<file path="src/rtl/rgb_clip_write_scheduler.sv">
// Shared-clipper sequencer for an even/odd RGB pixel pair.
// Clips six CSC results, packs them into three words, writes them to SRAM.
module rgb_clip_write_scheduler #(
    parameter int ADDR_W = 18,
    parameter int CNT_W  = 16
) (
    input  logic              Clock,
    input  logic              Resetn,
    input  logic              start,
    input  logic [ADDR_W-1:0] base_addr,
    input  logic [CNT_W-1:0]  pair_count,
    output logic              busy,
    output logic              done,
    input  logic              in_valid,
    output logic              in_ready,
    input  logic [15:0]       in_r0,
    input  logic [15:0]       in_g0,
    input  logic [15:0]       in_b0,
    input  logic [15:0]       in_r1,
    input  logic [15:0]       in_g1,
    input  logic [15:0]       in_b1,
    output logic [15:0]       clip_value,
    input  logic [7:0]        clip_result,
    output logic              sram_req,
    input  logic              sram_gnt,
    output logic [ADDR_W-1:0] SRAM_address,
    output logic [15:0]       SRAM_write_data,
    output logic              SRAM_we_n
);

    typedef enum logic [3:0] {
        S_IDLE, S_LOAD,
        S_C0, S_C1, S_C2, S_C3, S_C4, S_C5,
        S_W0, S_W1, S_W2, S_DONE
    } state_t;

    state_t             r_state;
    logic               r_busy;
    logic               r_done;
    logic               r_in_ready;
    logic               r_req;
    logic [ADDR_W-1:0]  r_addr;
    logic [CNT_W-1:0]   r_pairs;
    logic [5:0][15:0]   r_op;
    logic [5:0][7:0]    r_byte;
    logic [15:0]        w_clip_value;
    logic [15:0]        w_wdata;

    // Sequencer: handshake, six clips, three granted writes per pair.
    always_ff @(posedge Clock) begin
        if (!Resetn) begin
            r_state    <= S_IDLE;
            r_busy     <= 1'b0;
            r_done     <= 1'b0;
            r_in_ready <= 1'b0;
            r_req      <= 1'b0;
            r_addr     <= '0;
            r_pairs    <= '0;
            r_op       <= '0;
            r_byte     <= '0;
        end else begin
            r_done <= 1'b0;
            case (r_state)
                S_IDLE: begin
                    if (start) begin
                        r_addr  <= base_addr;
                        r_pairs <= pair_count;
                        if (pair_count == '0) begin
                            r_state <= S_DONE;
                            r_done  <= 1'b1;
                        end else begin
                            r_state    <= S_LOAD;
                            r_busy     <= 1'b1;
                            r_in_ready <= 1'b1;
                        end
                    end
                end
                S_LOAD: begin
                    if (in_valid) begin
                        r_op       <= {in_b1, in_g1, in_r1,
                                       in_b0, in_g0, in_r0};
                        r_in_ready <= 1'b0;
                        r_state    <= S_C0;
                    end
                end
                S_C0: begin
                    r_byte[0] <= clip_result;
                    r_state   <= S_C1;
                end
                S_C1: begin
                    r_byte[1] <= clip_result;
                    r_state   <= S_C2;
                end
                S_C2: begin
                    r_byte[2] <= clip_result;
                    r_state   <= S_C3;
                end
                S_C3: begin
                    r_byte[3] <= clip_result;
                    r_state   <= S_C4;
                end
                S_C4: begin
                    r_byte[4] <= clip_result;
                    r_state   <= S_C5;
                end
                S_C5: begin
                    r_byte[5] <= clip_result;
                    r_req     <= 1'b1;
                    r_state   <= S_W0;
                end
                S_W0: begin
                    if (sram_gnt) begin
                        r_addr  <= r_addr + ADDR_W'(1);
                        r_state <= S_W1;
                    end
                end
                S_W1: begin
                    if (sram_gnt) begin
                        r_addr  <= r_addr + ADDR_W'(1);
                        r_state <= S_W2;
                    end
                end
                S_W2: begin
                    if (sram_gnt) begin
                        r_addr  <= r_addr + ADDR_W'(1);
                        r_req   <= 1'b0;
                        r_pairs <= r_pairs - CNT_W'(1);
                        if (r_pairs == CNT_W'(1)) begin
                            r_state <= S_DONE;
                            r_done  <= 1'b1;
                            r_busy  <= 1'b0;
                        end else begin
                            r_state    <= S_LOAD;
                            r_in_ready <= 1'b1;
                        end
                    end
                end
                S_DONE: begin
                    r_state <= S_IDLE;
                end
                default: begin
                    r_state <= S_IDLE;
                end
            endcase
        end
    end

    // Operand steering to the shared clipper and packed word selection.
    always_comb begin
        w_clip_value = '0;
        w_wdata      = '0;
        case (r_state)
            S_C0:    w_clip_value = r_op[0];
            S_C1:    w_clip_value = r_op[1];
            S_C2:    w_clip_value = r_op[2];
            S_C3:    w_clip_value = r_op[3];
            S_C4:    w_clip_value = r_op[4];
            S_C5:    w_clip_value = r_op[5];
            S_W0:    w_wdata = {r_byte[0], r_byte[1]};
            S_W1:    w_wdata = {r_byte[2], r_byte[3]};
            S_W2:    w_wdata = {r_byte[4], r_byte[5]};
            default: w_wdata = '0;
        endcase
    end

    assign busy            = r_busy;
    assign done            = r_done;
    assign in_ready        = r_in_ready;
    assign sram_req        = r_req;
    assign SRAM_address    = r_addr;
    assign clip_value      = w_clip_value;
    assign SRAM_write_data = w_wdata;
    assign SRAM_we_n       = ~(r_req & sram_gnt);

endmodule

</file>
<file path="config.mk">
export PLATFORM = sky130hd
export DESIGN_NAME = rgb_clip_write_scheduler
export DESIGN_NICKNAME = d
export VERILOG_FILES = /design/src/rtl/rgb_clip_write_scheduler.sv
export SDC_FILE = /design/constraint.sdc
export NUM_CORES = 1
export LEC_CHECK = 0
export CORE_MARGIN = 2
export CORE_UTILIZATION = 38
export CTS_CLUSTER_SIZE = 25
export DETAILED_ROUTE_END_ITERATION = 16
export HOLD_SLACK_MARGIN = 0.08
export SYNTH_ARGS = -nofsm -noshare
export SYNTH_HDL_FRONTEND = slang
export SYNTH_SLANG_ARGS = --single-unit
</file>
<file path="constraint.sdc">
create_clock -name Clock -period 4.4 [get_ports Clock]
set_clock_uncertainty 0.15 [all_clocks]
set_input_delay 0.66 -clock Clock [delete_from_list [all_inputs] [get_ports Clock]]
set_output_delay 0.66 -clock Clock [all_outputs]
set_load 0.01 [all_outputs]
</file>
==> qor.yml <==
clock_network:
  cts-root-buf: "clkbuf_16"
  cts-buffers-inserted: 17
  cts_setup_buffers: 0
  clk_pin_slew_ps: 70
  clkSinkCount: 186
  cts_tree: "yes"
  htreeDepth: 4
  clkLatencyLatePin_ps: 430
  cts-resized-gates: 0
  clk_path_buf_depth: 2
  cts_hold_buffers: 0
routing:
  dr.pass1.iters: 8
  vias_per_cell: 5.42
  wire_per_inst_um: 17.3
  ant_nets: 0
  wirelength_um: 27100
  drc: 0
  drtIter0Drc: 755
  vias: 8506
synthesis:
  synthArstFlopShare_pct: 0
  synth-seq-cells: 186
  synth_cell_type_count: 64
  synth-compound-area-share_pct: 24.4
  synth_top_area_share_pct: 44.4
  syn_area_um2: 8380
  synthCells: 1122
  synth.area.top_cells: "dfxtp_1 (44%), nand2_1 (15%), a21oi_1 (11%)"
  yosysWarnings: 0
  synth_seq_area_share_pct: 44.4
  synth_simple_gate_area_share_pct: 25.2
  synth_top_family_by_area: "simple AND/OR/NAND/NOR gates"
  synthAdderAreaFrac_pct: 0.448
  synth_nets: 1268
  synth_flop_cell: "dfxtp_1"
  synth_edf_count: 0
  yosys.area.top_type: "dfxtp_1"
  synthMuxAreaShare_pct: 0.134
  avgSynthCellArea_um2: 7.47
  synth-xor-area-share_pct: 0.314
hold_path:
  hold_class: "reg2reg"
  holdPathStages: 2
worst_setup_path:
  crit_required_ps: 3590
  path_class: "reg2out"
  reg2reg_slack_ps: 1570
  crit_chain: "nor2_1 > and3_1 > a22oi_1 > nand3_1 > clkdlybuf4s50_1"
  max_stage_delay_ps: 990
  worst_setup_path_start_kind: "flop"
  reg2reg_depth: 5
  cp-end-kind: "output pin"
  arrival_ps: 3310
  slowest_stage: "and3_1"
  cp_max_fo: 24
global_route:
  grt.total_usage_pct: 22.9
  grt_pass1_wl_um: 43400
  grt_antenna_before_repair: 3
  overflow: 0
  grt_pass1_vias: 8161
  grt_max_degree: 98
timing:
  slew_headroom_pct: 21.5
  hold_violations: 0
  min_period_ps: 4120
  final-setup-viol-count: 0
  fin_crit_sh_pct: 93.7
  rsz0062_at_grt: "false"
  setup-tns-final_ps: 0
  max_freq_mhz: 242
  tightestPinTransition_ps: 1180
  slew_viol_final: 0
final_layout:
  layout-drive-gt1-share_pct: 5.81
  fin_cells: 1570
  diodes: 0
  final_cell_area_um2: 11200
  final_util_pct: 51.5
  finalNetCount: 1423
  fillers: 2151
  area_growth_pct: 33.8
place:
  dp_cells: 1538
  port_buffers: 197
  place_hpwl_um: 18600
  place_congestion: 0.853
  place_area_um2: 10600
power_and_ir_drop:
  p_leak_nw: 3.93
  power.density_nw_per_um2: 396
  peakVddDrop_v: 0.000252
die:
  die_h_um: 153
  dieWidth_um: 153
  core-area_um2: 21800
  io_pins: 198
  fp-row-count: 54
  initial_utilization_pct: 38.5
  die_area_um2: 23300
job:
  max-cap-violations: 0
run_status:
  outcome: "finished, final reports clean"
[where the power goes]
group,internal (W),switching [W]
sequential,0.00183,0.000120
combinational,0.000404,0.000532
clock,0.000814,0.000746
[layout make-up]
type / instances / area, um2 / share of cell area, %
Clock buffer: 17 / 425 / 3.79
Clock inverter: 15 / 178 / 1.58
Timing Repair Buffer: 221 / 2180 / 19.4
Multi-Input combinational cell: 829 / 4280 / 38.1
Sequential cell: 186 / 3720 / 33.2
Tap cell: 280 / 350 / 3.12
Inverter: 22 / 85.1 / 0.759
[synth_stat cells (all sizes together) (2+ instances only)]
library cell and n:
nor3 17, a31o 2, a311oi 3, dfxtp 186
nand3b 3, and4 2, or2 2, o211a 3
o31ai 2, nor4b 2, nand2b 4, o211ai 6
a31oi 7, nor4 15, nor2 39, clkbuf 63
nor2b 4, xor2 2, a22oi 52, and3 9
or4 3, buf 22, o21ai 29, nand4 9
or3 3, nand3 28, a222oi 16, a211oi 2
and2 3, a21o 3, a221oi 2, nor3b 2
inv 22, a21oi 187, nand2 338, o22ai 7
ha 3, o21a 4
[critical path: cells and delay by family, from the launching register on]
kind	cells	cell delay, ps
AOI/OAI and AO/OA	1	220
buffers and inverters	1	570
DFF	1	540
and+or+nand+nor	3	1540
[sequential cells by signal (all words and copies together) (netlist names)]
name,count
r_op,96
in_ready,1
r_state,4
SRAM_address,18
sram_req,1
r_byte,48
r_pairs,16
done,1
busy,1
[final timing paths]
| path | from | to |
|---|---|---|
| worst max-delay path | r_state[3] | clip_value[10] |
| worst min-delay path | r_op[63] | r_op[63] |
| worst max register to register | r_state[3] | r_pairs[13] |
| worst min register to register | r_op[63] | r_op[63] |
[stage by stage]
step,setup WS [ps],hold WS [ps],total power (W)
6_report,275,306,0.00444
5_1_grt,113,323,0.00466
4_1_cts,289,307,0.00447
3_5_place_dp,774,297,0.00291
3_3_place_gp,812,291,0.00291
2_1_floorplan,1970,286,0.00250
[placed cells by master (no fill, tap or decap), types with 4 or more instances in the layout]
cell type        count
nand2_1            338
buf_4               22
o211ai_1             6
o21a_1               4
o21ai_1             19
o21ai_0             10
a21oi_1            187
a222oi_1            16
o22ai_1              7
nand3_1             27
nand2b_1             4
dfxtp_1            186
nand4_1              9
a22oi_1             52
nor2b_1              4
clkdlybuf4s50_1    197
nor2_1              36
inv_6                5
nor3_1              13
a31oi_1              7
inv_1               20
clkbuf_16           17
nor4_1              13
and3_1               8
[routing by layer]
| metal | up-vias | part of all wire [%] | track usage (%) |
|---|---|---|---|
| met1 | 3944 | 43 | 29.0 |
| met2 | 292 | 48 | 38.8 |
| met5 | - | 0 | 0 |
| met3 | 31 | 7.4 | 5.69 |
| li1 | 4239 | - | - |
| met4 | 0 | 1.8 | 6.48 |
[cells by family (layout without fill, tap and decap cells)]
logic type | after synthesis | after routing
compound gates | 336 | 336
xor+xnor | 3 | 3
fa+ha+maj | 3 | 3
buf+inv | 107 | 275
flops | 186 | 186
mux | 1 | 1
simple gates | 486 | 486
No activity file was read; power rests on OpenSTA's default activity.
